<file path="src/rtl/alu_seq.sv">
// Sequential ALU: single-cycle logic/arithmetic ops plus iterative unsigned
// shift-add multiply and restoring divide, each taking WIDTH cycles.
module alu_seq #(
  parameter int unsigned WIDTH = 32,
  parameter int unsigned SHW   = $clog2(WIDTH)
) (
  input  logic             clk,
  input  logic             reset,
  input  logic             start,
  input  logic [WIDTH-1:0] a,
  input  logic [WIDTH-1:0] b,
  input  logic [3:0]       alucont,
  output logic             busy,
  output logic             done,
  output logic [WIDTH-1:0] result,
  output logic             zero,
  output logic             bge,
  output logic [WIDTH-1:0] hi,
  output logic [WIDTH-1:0] lo
);

  localparam logic [SHW-1:0] LastCnt = SHW'(WIDTH - 1);

  typedef enum logic [1:0] {StIdle, StMul, StDiv, StDone} state_e;

  state_e           r_state;
  logic [WIDTH-1:0] r_result;
  logic [WIDTH-1:0] r_hi;
  logic [WIDTH-1:0] r_lo;
  logic             r_done;
  logic [WIDTH-1:0] r_rem;
  logic [WIDTH-1:0] r_quo;
  logic [WIDTH-1:0] r_opb;
  logic [SHW-1:0]   r_cnt;

  logic [SHW-1:0]   w_sh;
  logic [WIDTH-1:0] w_alu;
  logic [WIDTH:0]   w_mul_addend;
  logic [WIDTH:0]   w_mul_sum;
  logic [WIDTH-1:0] w_mul_rem;
  logic [WIDTH-1:0] w_mul_quo;
  logic [WIDTH:0]   w_div_shift;
  logic             w_div_ge;
  logic [WIDTH-1:0] w_div_sub;
  logic [WIDTH-1:0] w_div_rem;
  logic [WIDTH-1:0] w_div_quo;

  assign w_sh = b[SHW-1:0];

  always_comb begin
    w_alu = '0;
    case (alucont)
      4'b0000: w_alu = a & b;
      4'b0001: w_alu = a | b;
      4'b0010: w_alu = a + b;
      4'b0110: w_alu = a - b;
      4'b0111: w_alu = {{(WIDTH-1){1'b0}}, (a < b)};
      4'b1000: w_alu = a ^ b;
      4'b1001: w_alu = ~(a | b);
      4'b1010: w_alu = a << w_sh;
      4'b1011: w_alu = a >> w_sh;
      default: w_alu = '0;
    endcase
  end

  // Multiply: r_rem holds the running high half, r_quo the multiplier shifting
  // out LSB-first while product bits shift in from the top.
  assign w_mul_addend = r_quo[0] ? {1'b0, r_opb} : '0;
  assign w_mul_sum    = {1'b0, r_rem} + w_mul_addend;
  assign w_mul_rem    = w_mul_sum[WIDTH:1];
  assign w_mul_quo    = {w_mul_sum[0], r_quo[WIDTH-1:1]};

  // Divide: partial remainder always stays below 2^WIDTH, so the subtraction
  // only needs WIDTH bits once the compare has passed. b==0 naturally yields
  // all-ones quotient and remainder == a.
  assign w_div_shift = {r_rem, r_quo[WIDTH-1]};
  assign w_div_ge    = (w_div_shift >= {1'b0, r_opb});
  assign w_div_sub   = w_div_shift[WIDTH-1:0] - r_opb;
  assign w_div_rem   = w_div_ge ? w_div_sub : w_div_shift[WIDTH-1:0];
  assign w_div_quo   = {r_quo[WIDTH-2:0], w_div_ge};

  always_ff @(posedge clk or posedge reset) begin
    if (reset) begin
      r_state  <= StIdle;
      r_result <= '0;
      r_hi     <= '0;
      r_lo     <= '0;
      r_done   <= 1'b0;
      r_rem    <= '0;
      r_quo    <= '0;
      r_opb    <= '0;
      r_cnt    <= '0;
    end else begin
      r_done <= 1'b0;
      case (r_state)
        StIdle: begin
          if (start) begin
            r_rem <= '0;
            r_quo <= a;
            r_opb <= b;
            r_cnt <= '0;
            case (alucont)
              4'b1100: r_state <= StMul;
              4'b1101: r_state <= StDiv;
              default: begin
                r_result <= w_alu;
                r_state  <= StDone;
              end
            endcase
          end
        end
        StMul: begin
          r_rem <= w_mul_rem;
          r_quo <= w_mul_quo;
          r_cnt <= r_cnt + 1'b1;
          if (r_cnt == LastCnt) begin
            r_hi     <= w_mul_rem;
            r_lo     <= w_mul_quo;
            r_result <= w_mul_quo;
            r_state  <= StDone;
          end
        end
        StDiv: begin
          r_rem <= w_div_rem;
          r_quo <= w_div_quo;
          r_cnt <= r_cnt + 1'b1;
          if (r_cnt == LastCnt) begin
            r_hi     <= w_div_rem;
            r_lo     <= w_div_quo;
            r_result <= w_div_quo;
            r_state  <= StDone;
          end
        end
        StDone: begin
          r_done  <= 1'b1;
          r_state <= StIdle;
        end
        default: r_state <= StIdle;
      endcase
    end
  end

  assign busy   = (r_state != StIdle);
  assign done   = r_done;
  assign result = r_result;
  assign hi     = r_hi;
  assign lo     = r_lo;
  assign zero   = (r_result == '0);
  assign bge    = ~r_result[WIDTH-1];

endmodule

</file>
<file path="config.mk">
export PLATFORM = sky130hd
export DESIGN_NAME = alu_seq
export DESIGN_NICKNAME = d
export VERILOG_FILES = /design/src/rtl/alu_seq.sv
export SDC_FILE = /design/constraint.sdc
export NUM_CORES = 1
export LEC_CHECK = 0
export BUFFER_PORTS_ARGS = -buffer_cell sky130_fd_sc_hd__buf_2
export CORE_MARGIN = 1
export CORE_UTILIZATION = 45
export CTS_BUF_LIST = sky130_fd_sc_hd__clkbuf_8
export CTS_CLUSTER_DIAMETER = 200
export DETAILED_ROUTE_END_ITERATION = 7
export HOLD_SLACK_MARGIN = 0.12
export PLACE_DENSITY = 0.62
export SYNTH_ARGS = -nofsm -noshare
export SYNTH_HDL_FRONTEND = slang
export SYNTH_SLANG_ARGS = --single-unit
</file>
<file path="constraint.sdc">
create_clock -name clk -period 7.2 [get_ports clk]
set_input_delay 0.72 -clock clk [delete_from_list [all_inputs] [get_ports clk]]
set_output_delay 0.72 -clock clk [all_outputs]
set_load 0.05 [all_outputs]
</file>
==> results of run 1 <==
## cells in the final DEF (no fill, tap or decap), types with 18 or more instances in the layout
cell,synthesis,routed
nand2_1,305,303
o21ai_0,273,273
a21oi_1,250,250
nor2_1,230,229
dfrtp_1,200,200
ha_1,180,178
buf_2,43,168
inv_1,151,149
mux2i_1,95,95
nor3_1,58,55
mux4_2,53,53
a31oi_1,45,45
xnor2_1,43,43
a21o_1,42,42
buf_4,6,41
a22oi_1,40,40
nand3_1,39,39
and2_1,38,38
o211ai_1,35,35
and3_1,30,30
a22o_1,27,27
o21a_1,24,24
o21bai_1,24,24
a211oi_1,24,23
nor4_1,23,22
a221oi_1,22,22
nand2b_1,21,21
nand4_1,20,20
o22ai_1,18,18
## registers in the layout (all words and copies together) (netlist names)
name,cells
r_quo,32
lo,32
hi,32
r_rem,32
r_cnt,5
r_state,2
r_opb,32
done,1
result,32
## kinds of logic (layout without fill, tap and decap cells)
family                     after synthesis  in the layout  synth area share [%]
other                                    0              4                     0
buffers and inverters                  351            395                 6.558
adders and majority gates              184            184                 10.61
muxes                                  169            169                 11.24
AOI/OAI and AO/OA                      993            993                 29.31
xor gates and xnor gates                58             58                 2.311
DFF                                    200            200                 22.77
and+or+nand+nor                        829            829                 17.20
## power by group through the flow
| stage | registers [mW] | clock network, mW | logic, mW |
|---|---|---|---|
| after floorplan | 1.95 | 0 | 3.96 |
| after global placement | 1.98 | 0 | 5.78 |
| after detailed placement | 1.98 | 0 | 5.82 |
| after CTS | 1.96 | 0.911 | 5.84 |
| after global routing | 2.01 | 0.939 | 6.41 |
| final | 1.99 | 0.900 | 6.01 |
## how the worst max path moves through the flow
stage / endpoint / slack, ns / cells past startpoint
after floorplan: done / 1.03 / 1
after global placement: result[29] / 2.47 / 13
after detailed placement: result[29] / 2.39 / 13
after CTS: result[25] / 3.01 / 12
after global routing: result[14] / 2.59 / 15
final: result[25] / 2.79 / 12
## worst max-delay path: cells and delay by family, from the launching register on
kind | cells | cell delay, ns
AO/OA/AOI/OAI | 8 | 2.36
AND/OR/NAND/NOR | 1 | 0.17
adder cells (fa/ha/maj) | 2 | 0.63
multiplexers | 1 | 0.69
flip-flops | 1 | 0.42
## cell type report
class / instances / area (sq um) / area share (%)
Timing Repair Buffer: 210 / 1156 / 4.901
Inverter: 153 / 581.8 / 2.466
Antenna cell: 4 / 10.01 / 0.04243
Clock inverter: 15 / 231.5 / 0.9812
Tap cell: 615 / 769.5 / 3.262
Sequential cell: 200 / 5005 / 21.21
Multi-Input combinational cell: 2233 / 15600 / 66.14
Clock buffer: 17 / 234.0 / 0.9918
## routing by layer
layer	share of wire, %	wire (um)	vias to the layer above
met2	44	46410	1468
met5	0	0	-
met4	7.8	8304	0
met1	38	40520	11490
li1	-	-	10320
met3	10	10670	357
## metrics by stage
step	power, mW	hold slack (ns)	setup slack [ns]	utilization, %	cells
after floorplan	5.908	0.4453	1.026	-	2784
after global placement	7.756	0.4563	2.472	48.20	3410
after detailed placement	7.802	0.4647	2.392	48.20	3410
after CTS	8.716	0.1542	3.013	49.17	3442
after global routing	9.362	0.2196	2.594	49.18	3443
final	8.901	0.1701	2.785	49.20	3447
==> out/metrics.yaml, run 1 <==
status:
  status: "finished, violations left"
  violations: "slew limit"
setup_path:
  r2r-start: "r_cnt[0]"
  required_ns: 7.68
  cp.arrival_ns: 4.89
  worstSetupStartpointType: "flip-flop"
  crit_fanout: 6
  worst-setup-path-type: "flip-flop to flip-flop"
  crit_path_end_kind: "flip-flop"
  path_cells: "ha_1, and3_1, ha_1, o21bai_1, o2111a_1, mux2i_1, o2111ai_1, a31oi_1, o221ai_1, a2111oi_0, a21oi_1, a21boi_0"
  r2r-end: "result[25]"
  ff2ff_setup_slack_ns: 2.79
  slowest_stage: "mux2i_1"
  ff2ff_path_depth: 12
  cp_common_cell: "ha_1"
  crit_path_max_incr_delay_ns: 0.69
  crit_start: "r_cnt[0]"
synth:
  ys_ff_latch: 200
  yosysTopAreaCellShare_pct: 22.77
  synth_ff_type: "dfrtp_1"
  synth_top_area_cell: "dfrtp_1"
  avgSynthCellArea_sq_um: 7.895
  yosysSeqAreaShare_pct: 22.77
  syn_area_sq_um: 21980
  synth_fp_nets: 3039
  synth_cell_types: 93
  synth_edf_count: 0
  yosysMostFrequentCell: "nand2_1"
  synth_common_cells: "nand2_1 (305), o21ai_0 (273), a21oi_1 (250)"
  synthCells: 2784
  synth_area_leaders: "dfrtp_1 (23%), ha_1 (10%), o21ai_0 (6.2%)"
  yosys_warnings: 0
  synthArstFlopShare_pct: 100.0
grt:
  grtUsageMet2_pct: 64.18
  grt-busiest-layer: "met2"
  grt_pass1_wl_um: 152400
  grt_start_max_net_pins: 98
  grt_pass1_vias: 22080
  antenna_found_initial: 10
  gr-total-overflow: 0
  grt_usage_pct: 41.97
  globalRouteMet1Util_pct: 51.58
  grt_util_met3_pct: 10.75
pwr:
  power.density_nw_per_um2: 377.3
  p_int_mw: 3.734
  p_leak_nw: 10.75
  p_sw_mw: 5.166
  comb_power_share_pct: 67.5
  p_sw_share_pct: 58.05
  irDropWorstVdd_uv: 294.7
  sequentialPowerShare_pct: 22.4
  clkPwrFrac_pct: 10.1
floorplanning:
  fp.dieArea_sq_um: 49730
  coreArea_sq_um: 47950
  start_util_pct: 45.84
  fp.dieH_um: 223.0
  dieWidth_um: 223.0
  rows: 80
  pin_count: 171
timing:
  maxSlewViolCount: 1
  rsz0062_at_grt: "no"
  finalSetupViolations: 0
  hold_viol: 0
  period_minus_slack_ns: 4.415
  tightest_slew_ns: 1.528
  slew_headroom_pct: -1.882
  skew_ns: 0.04537
  setup_tns_ns: 0
  period_share_pct: 61.32
  max_freq_mhz: 226.5
drt:
  dr_total_vias: 23640
  drtAntennaViolNets: 0
  viasPerCell: 6.858
  dr.first_iter.drc_count: 3086
  wl_um: 105900
  drtPass1Iterations: 8
  drc: 0
  routedWlPerCell_um: 30.72
cts:
  ctsHoldBuffers: 0
  cts_tree: "done"
  cts_buffers: 17
  clockBufferDepth: 2
  clk_pin_slew_ns: 0.14
  cts_sinks: 200
  post_cts_buffers: 0
  htree_levels: 4
  cts_resized: 0
  worstSkewPairLatency_ns: 0.62
  root_buffer: "clkbuf_8"
job:
  cap_violations: 0
finish:
  fillers: 4784
  fin_area_sq_um: 23590
  nNetsFinal: 3070
  drive_gt1_share_pct: 12.66
  area_delta_synth_final_pct: 7.332
placement:
  place_area_sq_um: 23110
  place_congestion: 1.062
  dpl.hpwl_um: 79370
  port-buffer-count: 170
hold_path:
  hold_class: "primary input to asynchronous set/reset pin"
Note: power is estimated with default switching activity, not from simulation.
==> inputs of run 2 (changes only) <==
==> constraint.sdc (replaced) <==
create_clock -name clk -period 4.48 [get_ports clk]
set_input_delay 0.448 -clock clk [delete_from_list [all_inputs] [get_ports clk]]
set_output_delay 0.448 -clock clk [all_outputs]
set_load 0.05 [all_outputs]
==> run 2 against run 1 <==
The run now ends clean; register-to-register slack lost 2.4 ns; global-route usage increased by 0.81 points; die area stayed put; combinational power grew 66%; sequential power up 57%; critical path type unchanged; critical endpoint is now hi[31]; highest routed layer is now met5.
==> out/metrics.yaml, run 2 (synthesized netlist as in run 1, its figures left out) <==
status:
  status: "finished, final reports clean"
drt:
  drtPass1Iterations: 6
  wl_um: 107800
  routedWlPerCell_um: 30.68
  dr.first_iter.drc_count: 2937
  drtAntennaViolNets: 0
  viasPerCell: 6.839
  dr_total_vias: 24030
  drc: 0
cts:
  cts_tree: "done"
  post_cts_buffers: 0
  root_buffer: "clkbuf_8"
  clk_pin_slew_ns: 0.13
  htree_levels: 4
  cts_buffers: 17
  cts_resized: 0
  clockBufferDepth: 2
  worstSkewPairLatency_ns: 0.56
  cts_sinks: 200
  ctsHoldBuffers: 0
setup_path:
  r2r-start: "r_quo[0]"
  worst-setup-path-type: "flip-flop to flip-flop"
  crit_path_end_kind: "flip-flop"
  endpoint: "hi[31]"
  worstSetupStartpointType: "flip-flop"
  crit_fanout: 8
  ff2ff_setup_slack_ns: 0.41
  r2r-end: "hi[31]"
  crit_start: "r_quo[0]"
  required_ns: 4.89
  ff2ff_path_depth: 13
  cp.arrival_ns: 4.48
pwr:
  p_leak_nw: 11.06
  comb_power_share_pct: 69.4
  p_int_mw: 6.062
  p_sw_share_pct: 57.68
  power.total_mw: 14.33
  irDropWorstVdd_uv: 442.5
  power.density_nw_per_um2: 594.5
  clkPwrFrac_pct: 8.7
  sequentialPowerShare_pct: 21.8
  p_sw_mw: 8.263
grt:
  grt_start_max_net_pins: 98
  grt_pass1_vias: 22600
  grt_pass1_wl_um: 156000
  gr-total-overflow: 0
  antenna_found_initial: 15
  grt_usage_pct: 42.78
timing:
  skew_ns: 0.02624
  maxSlewViolCount: 0
  max_freq_mhz: 246.0
  slew_headroom_pct: 14.72
  tightest_slew_ns: 1.269
  period_share_pct: 90.74
  rsz0062_at_grt: "no"
  setup_tns_ns: 0
  finalSetupViolations: 0
  fin_hold_ws_ns: 0.1745
  hold_viol: 0
  period_minus_slack_ns: 4.065
placement:
  place_congestion: 1.048
  dpl.hpwl_um: 81990
  port-buffer-count: 170
  place_inst: 3476
finish:
  layout.area.seq_sq_um: 5005
  layout_common_cells: "nand2_1 (303), o21ai_0 (273), a21oi_1 (250)"
  nNetsFinal: 3135
  fin_cells: 3514
  drive_gt1_share_pct: 14.62
  layout.cells.most_common: "nand2_1"
  fillers: 4729
  multiInputGateArea_sq_um: 15610
  fin_util_pct: 50.25
  area_delta_synth_final_pct: 9.621
hold_path:
  hold_class: "primary input to asynchronous set/reset pin"
floorplanning:
  fp.dieArea_sq_um: 49730
  fp.dieH_um: 223.0
  dieWidth_um: 223.0
  rows: 80
  pin_count: 171
  start_util_pct: 45.84
  coreArea_sq_um: 47950
job:
  cap_violations: 0
-- run 2: how the worst min path moves through the flow --
stage | from | endpoint | slack, ns | cells past startpoint
after floorplan | r_cnt[4] | r_cnt[4] | 0.45 | 2
after global placement | r_cnt[4] | r_cnt[4] | 0.46 | 2
after detailed placement | hi[1] | hi[1] | 0.46 | 1
after CTS | reset | r_quo[25] | 0.18 | 2
after global routing | reset | lo[6] | 0.23 | 2
final | reset | lo[23] | 0.17 | 2
-- run 2: per-layer routing --
layer  global-route usage [%]  vias to the layer above  wire, um
li1                         -                    10460         -
met1                    54.26                    11730     42200
met2                    65.63                     1506     47380
met3                    8.481                      336     10100
met4                    29.37                        6      8109
met5                        0                        -        30
-- run 2: cell type report --
cell class / count / area share (%)
well taps: 615 / 3.194
repair buffers: 275 / 7.135
diodes: 6 / 0.06231
inverters: 153 / 2.399
flip-flops and latches: 200 / 20.77
clock buffers: 18 / 1.028
multi-input cells: 2233 / 64.77
clock inverters: 14 / 0.6439
-- run 2: through the flow --
step / setup WS, ns / cell area [sq um]
detailed placement: 0.3611 / 23680
finish: 0.4147 / 24090
floorplan: 0.5752 / 21980
global route: 0.1329 / 24080
CTS: 0.4394 / 24080
global placement: 0.4255 / 23680
-- run 2: critical path, cell delays in order (launching register included) --
cell and delay [ns]:
dfrtp_1 0.53, and2_1 0.22, ha_1 0.22, fa_1 0.47, a211oi_1 0.36, o211ai_1 0.25, a31oi_1 0.33, o211a_1 0.25
o41a_1 0.32, o21ai_0 0.22, a211oi_1 0.38, nor4_1 0.10, a21oi_1 0.14, o21ai_0 0.11
-- run 2: power groups by stage --
stage	clock (mW)	sequential, mW	combinational (mW)
after floorplan	0	3.14	6.36
after global placement	0	3.11	9.49
after detailed placement	0	3.12	9.57
after CTS	1.25	3.08	9.61
after global routing	1.31	3.16	10.6
final	1.25	3.13	9.95
